$ cat src/rtl/accumulator_pkg.sv
// Shared types and helpers for the accumulator family: FSM state encoding
// and the signed saturation limits used by the adder.
package accumulator_pkg;

  typedef enum logic [0:0] {
    ST_IDLE = 1'b0,
    ST_DUMP = 1'b1
  } acc_state_e;

  typedef struct packed {
    logic signed [31:0] max_v;
    logic signed [31:0] min_v;
  } sat_limits_t;

  function automatic sat_limits_t sat_limits(input int width);
    sat_limits_t lim;
    lim.max_v = (32'sd1 <<< (width - 1)) - 32'sd1;
    lim.min_v = -(32'sd1 <<< (width - 1));
    return lim;
  endfunction

endpackage

$ cat src/rtl/accumulator_bank_if.sv
// Transaction and result bus of the accumulator bank; the producer side uses
// the master modport, the bank itself uses the slave modport.
interface accumulator_bank_if #(
  parameter int p_DATA_WIDTH = 8,
  parameter int p_ACC_WIDTH  = 12,
  parameter int p_CHANNELS   = 4
) ();
  localparam int p_CH_WIDTH = $clog2(p_CHANNELS);

  logic                    i_CLK_ENABLE;
  logic                    i_VALID;
  logic                    o_READY;
  logic [p_CH_WIDTH-1:0]   i_CHANNEL;
  logic [p_DATA_WIDTH-1:0] i_SUMMAND;
  logic                    i_LOAD;
  logic                    i_DUMP;
  logic                    o_VALID;
  logic [p_CH_WIDTH-1:0]   o_CHANNEL;
  logic [p_ACC_WIDTH-1:0]  o_ACCUMULATION;
  logic                    o_SATURATED;
  logic [p_CHANNELS-1:0]   o_STICKY_OVF;
  logic                    o_DUMP_DONE;

  modport master (
    output i_CLK_ENABLE, i_VALID, i_CHANNEL, i_SUMMAND, i_LOAD, i_DUMP,
    input  o_READY, o_VALID, o_CHANNEL, o_ACCUMULATION, o_SATURATED,
           o_STICKY_OVF, o_DUMP_DONE
  );

  modport slave (
    input  i_CLK_ENABLE, i_VALID, i_CHANNEL, i_SUMMAND, i_LOAD, i_DUMP,
    output o_READY, o_VALID, o_CHANNEL, o_ACCUMULATION, o_SATURATED,
           o_STICKY_OVF, o_DUMP_DONE
  );
endinterface

$ cat src/rtl/accumulator_sat_add.sv
// Combinational signed accumulate step: widen by one bit, add, detect overflow
// from the top two bits, then clamp or wrap.
module accumulator_sat_add
  import accumulator_pkg::*;
#(
  parameter int p_DATA_WIDTH = 8,
  parameter int p_ACC_WIDTH  = 12,
  parameter int p_SATURATE   = 1
) (
  input  logic [p_ACC_WIDTH-1:0]  acc,
  input  logic [p_DATA_WIDTH-1:0] summand,
  output logic [p_ACC_WIDTH-1:0]  sum,
  output logic                    overflow
);
  localparam int          c_EXT = p_ACC_WIDTH + 1;
  localparam sat_limits_t c_LIM = sat_limits(p_ACC_WIDTH);
  localparam logic [p_ACC_WIDTH-1:0] c_MAX = c_LIM.max_v[p_ACC_WIDTH-1:0];
  localparam logic [p_ACC_WIDTH-1:0] c_MIN = c_LIM.min_v[p_ACC_WIDTH-1:0];

  logic signed [p_ACC_WIDTH:0] ext_sum_s;

  // Widened add with overflow detection and clamp/wrap selection
  always_comb begin
    ext_sum_s = c_EXT'($signed(acc)) + c_EXT'($signed(summand));
    overflow  = ext_sum_s[p_ACC_WIDTH] ^ ext_sum_s[p_ACC_WIDTH-1];
    sum       = ext_sum_s[p_ACC_WIDTH-1:0];
    if (overflow && (p_SATURATE != 0)) begin
      sum = ext_sum_s[p_ACC_WIDTH] ? c_MIN : c_MAX;
    end else begin
      sum = ext_sum_s[p_ACC_WIDTH-1:0];
    end
  end
endmodule

$ cat src/rtl/accumulator_bank.sv
// Multi-channel signed accumulator bank with sticky overflow flags and a
// readout-and-clear dump sequencer that streams every channel in order.
module accumulator_bank
  import accumulator_pkg::*;
#(
  parameter int p_DATA_WIDTH = 8,
  parameter int p_ACC_WIDTH  = 12,
  parameter int p_CHANNELS   = 4,
  parameter int p_SATURATE   = 1
) (
  input logic               i_CLK,
  input logic               i_RESET,
  accumulator_bank_if.slave bus
);
  localparam int p_CH_WIDTH = $clog2(p_CHANNELS);

  if (p_ACC_WIDTH < p_DATA_WIDTH) begin : g_bad_width
    $error("accumulator_bank: p_ACC_WIDTH must be >= p_DATA_WIDTH");
  end
  if (p_CHANNELS < 2) begin : g_bad_channels
    $error("accumulator_bank: p_CHANNELS must be >= 2");
  end

  logic [p_ACC_WIDTH-1:0] acc_r [p_CHANNELS];
  logic [p_CHANNELS-1:0]  sticky_r;
  acc_state_e             state_r, state_next_s;
  logic [p_CH_WIDTH-1:0]  cnt_r;
  logic                   valid_r, sat_r, done_r;
  logic [p_CH_WIDTH-1:0]  channel_r;
  logic [p_ACC_WIDTH-1:0] accum_r;

  logic                   accept_s, ch_ok_s, dump_last_s, ovf_s;
  logic [p_ACC_WIDTH-1:0] cur_acc_s, sum_s, load_val_s;

  assign bus.o_READY        = (state_r == ST_IDLE);
  assign bus.o_VALID        = valid_r;
  assign bus.o_CHANNEL      = channel_r;
  assign bus.o_ACCUMULATION = accum_r;
  assign bus.o_SATURATED    = sat_r;
  assign bus.o_STICKY_OVF   = sticky_r;
  assign bus.o_DUMP_DONE    = done_r;

  assign accept_s   = bus.i_VALID && (state_r == ST_IDLE);
  assign ch_ok_s    = (32'(bus.i_CHANNEL) < 32'(p_CHANNELS));
  assign cur_acc_s  = ch_ok_s ? acc_r[bus.i_CHANNEL] : '0;
  assign load_val_s = p_ACC_WIDTH'($signed(bus.i_SUMMAND));

  accumulator_sat_add #(
    .p_DATA_WIDTH(p_DATA_WIDTH),
    .p_ACC_WIDTH (p_ACC_WIDTH),
    .p_SATURATE  (p_SATURATE)
  ) u_sat_add (
    .acc     (cur_acc_s),
    .summand (bus.i_SUMMAND),
    .sum     (sum_s),
    .overflow(ovf_s)
  );

  // Next-state logic for the IDLE/DUMP sequencer
  always_comb begin
    state_next_s = state_r;
    dump_last_s  = 1'b0;
    case (state_r)
      ST_IDLE: begin
        if (bus.i_DUMP) state_next_s = ST_DUMP;
        else            state_next_s = ST_IDLE;
      end
      ST_DUMP: begin
        dump_last_s = (cnt_r == p_CH_WIDTH'(p_CHANNELS - 1));
        if (dump_last_s) state_next_s = ST_IDLE;
        else             state_next_s = ST_DUMP;
      end
      default: state_next_s = ST_IDLE;
    endcase
  end

  // State register, channel storage and registered result outputs
  always_ff @(posedge i_CLK) begin
    if (i_RESET) begin
      state_r   <= ST_IDLE;
      cnt_r     <= '0;
      sticky_r  <= '0;
      valid_r   <= 1'b0;
      channel_r <= '0;
      accum_r   <= '0;
      sat_r     <= 1'b0;
      done_r    <= 1'b0;
      for (int i = 0; i < p_CHANNELS; i++) acc_r[i] <= '0;
    end else if (bus.i_CLK_ENABLE) begin
      state_r <= state_next_s;
      case (state_r)
        ST_IDLE: begin
          done_r <= 1'b0;
          // Out-of-range channels are consumed silently
          if (accept_s && ch_ok_s) begin
            valid_r   <= 1'b1;
            channel_r <= bus.i_CHANNEL;
            if (bus.i_LOAD) begin
              acc_r[bus.i_CHANNEL]    <= load_val_s;
              accum_r                 <= load_val_s;
              sat_r                   <= 1'b0;
              sticky_r[bus.i_CHANNEL] <= 1'b0;
            end else begin
              acc_r[bus.i_CHANNEL]    <= sum_s;
              accum_r                 <= sum_s;
              sat_r                   <= ovf_s;
              sticky_r[bus.i_CHANNEL] <= sticky_r[bus.i_CHANNEL] | ovf_s;
            end
          end else begin
            valid_r <= 1'b0;
            sat_r   <= 1'b0;
          end
        end
        ST_DUMP: begin
          valid_r         <= 1'b1;
          channel_r       <= cnt_r;
          accum_r         <= acc_r[cnt_r];
          sat_r           <= sticky_r[cnt_r];
          acc_r[cnt_r]    <= '0;
          sticky_r[cnt_r] <= 1'b0;
          done_r          <= dump_last_s;
          cnt_r           <= dump_last_s ? '0 : cnt_r + p_CH_WIDTH'(1);
        end
        default: begin
          valid_r <= 1'b0;
          done_r  <= 1'b0;
        end
      endcase
    end else begin
      state_r <= state_r;
    end
  end
endmodule
$ cat src/flat_wrapper.sv
// flat-port wrapper written by rule: the top's interface ports become plain ports
module accumulator_bank_flat import accumulator_pkg::*;
#(
  parameter int p_DATA_WIDTH = 8,
  parameter int p_ACC_WIDTH  = 12,
  parameter int p_CHANNELS   = 4,
  parameter int p_SATURATE   = 1
)
  (i_CLK, i_RESET, bus_i_CLK_ENABLE, bus_i_VALID, bus_i_CHANNEL, bus_i_SUMMAND, bus_i_LOAD, bus_i_DUMP, bus_o_READY, bus_o_VALID, bus_o_CHANNEL, bus_o_ACCUMULATION, bus_o_SATURATED, bus_o_STICKY_OVF, bus_o_DUMP_DONE);
  accumulator_bank_if #(.p_DATA_WIDTH(p_DATA_WIDTH), .p_ACC_WIDTH(p_ACC_WIDTH), .p_CHANNELS(p_CHANNELS)) bus_i ();
  input logic i_CLK;
  input logic i_RESET;
  input wire logic [$bits(bus_i.i_CLK_ENABLE)-1:0] bus_i_CLK_ENABLE;
  input wire logic [$bits(bus_i.i_VALID)-1:0] bus_i_VALID;
  input wire logic [$bits(bus_i.i_CHANNEL)-1:0] bus_i_CHANNEL;
  input wire logic [$bits(bus_i.i_SUMMAND)-1:0] bus_i_SUMMAND;
  input wire logic [$bits(bus_i.i_LOAD)-1:0] bus_i_LOAD;
  input wire logic [$bits(bus_i.i_DUMP)-1:0] bus_i_DUMP;
  output wire logic [$bits(bus_i.o_READY)-1:0] bus_o_READY;
  output wire logic [$bits(bus_i.o_VALID)-1:0] bus_o_VALID;
  output wire logic [$bits(bus_i.o_CHANNEL)-1:0] bus_o_CHANNEL;
  output wire logic [$bits(bus_i.o_ACCUMULATION)-1:0] bus_o_ACCUMULATION;
  output wire logic [$bits(bus_i.o_SATURATED)-1:0] bus_o_SATURATED;
  output wire logic [$bits(bus_i.o_STICKY_OVF)-1:0] bus_o_STICKY_OVF;
  output wire logic [$bits(bus_i.o_DUMP_DONE)-1:0] bus_o_DUMP_DONE;
  assign bus_i.i_CLK_ENABLE = bus_i_CLK_ENABLE;
  assign bus_i.i_VALID = bus_i_VALID;
  assign bus_i.i_CHANNEL = bus_i_CHANNEL;
  assign bus_i.i_SUMMAND = bus_i_SUMMAND;
  assign bus_i.i_LOAD = bus_i_LOAD;
  assign bus_i.i_DUMP = bus_i_DUMP;
  assign bus_o_READY = bus_i.o_READY;
  assign bus_o_VALID = bus_i.o_VALID;
  assign bus_o_CHANNEL = bus_i.o_CHANNEL;
  assign bus_o_ACCUMULATION = bus_i.o_ACCUMULATION;
  assign bus_o_SATURATED = bus_i.o_SATURATED;
  assign bus_o_STICKY_OVF = bus_i.o_STICKY_OVF;
  assign bus_o_DUMP_DONE = bus_i.o_DUMP_DONE;
  accumulator_bank #(.p_DATA_WIDTH(p_DATA_WIDTH), .p_ACC_WIDTH(p_ACC_WIDTH), .p_CHANNELS(p_CHANNELS), .p_SATURATE(p_SATURATE)) u_core (.i_CLK(i_CLK), .i_RESET(i_RESET), .bus(bus_i));
endmodule
$ cat config.mk
export PLATFORM = sky130hd
export DESIGN_NAME = accumulator_bank_flat
export DESIGN_NICKNAME = d
export VERILOG_FILES = /design/src/rtl/accumulator_pkg.sv /design/src/rtl/accumulator_bank_if.sv /design/src/rtl/accumulator_sat_add.sv /design/src/rtl/accumulator_bank.sv /design/src/flat_wrapper.sv
export SDC_FILE = /design/constraint.sdc
export NUM_CORES = 1
export LEC_CHECK = 0
export BUFFER_PORTS_ARGS = -buffer_cell sky130_fd_sc_hd__buf_2
export CORE_UTILIZATION = 60
export CTS_BUF_LIST = sky130_fd_sc_hd__clkbuf_8 sky130_fd_sc_hd__clkbuf_16
export DETAILED_ROUTE_END_ITERATION = 12
export GPL_TIMING_DRIVEN = 1
export HOLD_SLACK_MARGIN = 0.03
export PLACE_DENSITY = 0.8
export SLEW_MARGIN = 10
export SYNTH_ARGS = -nofsm -noshare
export SYNTH_HDL_FRONTEND = slang
export SYNTH_HIERARCHICAL = 1
export SYNTH_SLANG_ARGS = --single-unit
export TNS_END_PERCENT = 50
$ cat constraint.sdc
create_clock -name i_CLK -period 6.05 [get_ports i_CLK]
set_clock_uncertainty 0.2 [all_clocks]
set_input_delay 0.9075 -clock i_CLK [delete_from_list [all_inputs] [get_ports i_CLK]]
set_output_delay 0.9075 -clock i_CLK [all_outputs]
set_load 0.02 [all_outputs]
==> run metrics <==
status complete, no violations; GR Overflow Total 0; Clk pin slew, worst setup/hold paths 0.07 ns; DRC 0; setup TNS 0 ns; Slew headroom 0.1826; Reg2Reg Depth 12; Seq pwr share 0.462; die footprint 0.007687 mm²; FFs w/ async S/R, synth 0; crit path kind input pin to register; Post-synth EDFFs 48; fraction of synthesized area in multiplexers 0.1545; Synth warnings 6; crit start category input pin; total core area 0.006944 mm²; Syn-to-layout area delta 8.409%; Post-Syn Area between 0.004 and 0.005 mm²; Initial Util 0.6342; Mapped Nets 439; Synth Area in XOR/XNOR 0.02188; CTS Hold Bufs 0; first-pass GRT wire length between 15,000 and 20,000 µm; FMAX ~0.2 GHz; Port Buffers 37; Die Y 87.68 µm; Post-layout nets 464; Synth cell types approximately 50; Clk Tree Root Cell clkbuf_8; Final Cycle Share 0.8050; Clk Latency, worst-skew pair ~0.34 ns; combinational share of power 0.242; sw frac 0.2954; RSZ-0062 raised after global routing false; crit path DAT 4.86 ns; CTS buffer count 9; CP startpoint bus_i_CHANNEL[0]; area leader, netlist edfxtp_1; worst setup path endpoint u_core/acc_r[2][7]; post-CTS setup repair buffer count 0; DRT antenna net count 0; DR vias 3,378; FILL cells 517; Switch Pwr 0.3773 mW; sequential-to-total area share from yosys stat 0.4455; Chip Width 87.68 µm; R2R Path End u_core/acc_r[2][7]; Worst R2R Setup Slack 1.77 ns; hpwl dp 7551 µm; wire length per cell 20.08 µm; n_diodes 0; post_cts resized 0; Max IR drop VDD 0.1970 mV; clock tree buffer depth 2; synth cell count leaders 69 x nor2_1, 48 x edfxtp_1, 26 x dfxtp_1; Clock Power Share 0.295; Simple-Gate Fraction of Synth Area 0.1415; Worst R2R Start u_core/acc_r[3][0]; Synth area leaders edfxtp_1 33%, dfxtp_1 12%, mux4_2 10%, nor2_1 5.9%, ha_1 4.5%; routability congestion estimate 0.8729; Pwr Total 1.277 mW; DRT Pass-1 Iters 5; hold crit path type register to register; Final Slew Violations 0; leakage 1.884 nW; PD cells 267.5 mW/mm²; largest net degree at the start of global routing 31; critical path peak fanout 16; Post-Synthesis Cells 406; worst-margin pin slew approximately 1.2 ns; layout cells sized above 1 0.2294; CP endpoint kind register; syn avg cell area 10.85 µm²; max capacitance violation total 0; Synth top area share 0.3273; Hold Fails Final Rpt 0; vias in the first global route around 3,200; CTS tree yes; commonest register cell after synthesis edfxtp_1; DRC marker count from the first detailed-route iteration 262; Clock Sinks 74; top-count cell post-synth nor2_1; H-tree levels 3; P_int 0.8999 mW; antenna violations before repair 0; Tmin final just under 5 ns; final setup fails 0; io pins 38; gr usage total 0.2941; Critical Path RT roughly 6.0 ns; main combinational cell family by area after synthesis multiplexers; Yosys reg bits 74; Synth Area in Compound Gates 0.1105; WL final 10,680 µm; adder-cell share of the synthesized area 0.07756; Via density between 6 and 7; number of cell rows 30
==> power groups by stage <==
stage	Clock (mW)	Sequential [mW]	Combinational, mW
6_report	0.377	0.590	0.310
5_1_grt	0.406	0.593	0.331
4_1_cts	0.383	0.589	0.304
3_5_place_dp	0	0.601	0.303
3_3_place_gp	0	0.598	0.293
2_1_floorplan	0	0.602	0.233
==> final cells by class <==
type | count | area, µm² | area share
Clock buffer | 10 | 137.6 | 0.02883
Inverter | 18 | 67.56 | 0.01415
Timing Repair Buffer | 39 | 200.2 | 0.04193
Sequential cell | 74 | 1962 | 0.4109
Clock inverter | 6 | 58.81 | 0.01232
Tap cell | 96 | 120.1 | 0.02516
Multi-Input combinational cell | 289 | 2228 | 0.4667
==> cells by family (layout without fill, tap and decap cells) <==
family / after synthesis / after routing
mux: 42 / 42
fa+ha+maj: 28 / 28
xor+xnor: 11 / 11
compound gates: 72 / 72
flops: 74 / 74
simple gates: 136 / 136
buf+inv: 43 / 73
==> layout by cell type, fill, tap and decap left out, types with 16 or more instances in the layout <==
cell type / instances
inv_1: 19
o22ai_1: 17
edfxtp_1: 48
buf_2: 37
nand2_1: 24
mux4_2: 20
a21oi_1: 17
nor2_1: 69
dfxtp_1: 26
ha_1: 16
==> worst max-delay path: stages <==
cell	delay, ns
buf_2	0.23
buf_4	0.32
mux4_2	0.58
ha_1	0.40
o211ai_1	0.16
o21ai_1	0.29
o221ai_2	0.15
xnor2_1	0.95
maj3_2	0.36
mux2i_1	0.12
nand2b_1	0.23
nor2_1	0.14
==> stage by stage <==
| step | area [µm²] | setup WS (ns) | util | std cells | hold WS (ns) |
|---|---|---|---|---|---|
| after detailed placement | 4578 | 0.9137 | 0.6593 | 516 | 0.2453 |
| after global placement | 4578 | 0.9785 | 0.6593 | 516 | 0.2404 |
| after global routing | 4775 | 0.9722 | 0.6876 | 532 | 0.2784 |
| after floorplan | 4404 | 1.441 | - | 406 | 0.3342 |
| after CTS | 4775 | 1.260 | 0.6876 | 532 | 0.2557 |
| final | 4775 | 1.180 | 0.6876 | 532 | 0.2536 |
==> worst min path at each step <==
stage | cells after the start | startpoint | endpoint
2_1_floorplan | 2 | u_core/bus.o_DUMP_DONE | u_core/bus.o_DUMP_DONE
3_3_place_gp | 2 | u_core/bus.o_DUMP_DONE | u_core/bus.o_DUMP_DONE
3_5_place_dp | 2 | u_core/bus.o_DUMP_DONE | u_core/bus.o_DUMP_DONE
4_1_cts | 2 | u_core/bus.o_DUMP_DONE | u_core/bus.o_DUMP_DONE
5_1_grt | 2 | u_core/bus.o_DUMP_DONE | u_core/bus.o_DUMP_DONE
6_report | 2 | u_core/bus.o_DUMP_DONE | u_core/bus.o_DUMP_DONE
==> layer usage <==
metal / GRT usage / wire length (µm) / vias up
met2: 0.4837 / 5256 / 185
met1: 0.3872 / 4288 / 1650
li1: - / - / 1527
met3: 0.07729 / 1020 / 16
met4: 0.08495 / 116 / 0
met5: 0 / 0 / -
==> registers in the layout, summed over array words and instances, names as in the netlist, named ones only <==
| signal | count |
|---|---|
| u_core/bus.o_ACCUMULATION | 12 |
| u_core/state_r | 1 |
| u_core/bus.o_SATURATED | 1 |
| u_core/bus.o_DUMP_DONE | 1 |
| u_core/bus.o_CHANNEL | 2 |
| u_core/acc_r | 48 |
| u_core/bus.o_VALID | 1 |
| u_core/bus.o_STICKY_OVF | 4 |
| u_core/cnt_r | 2 |
Power figures use the tool's default switching activity.
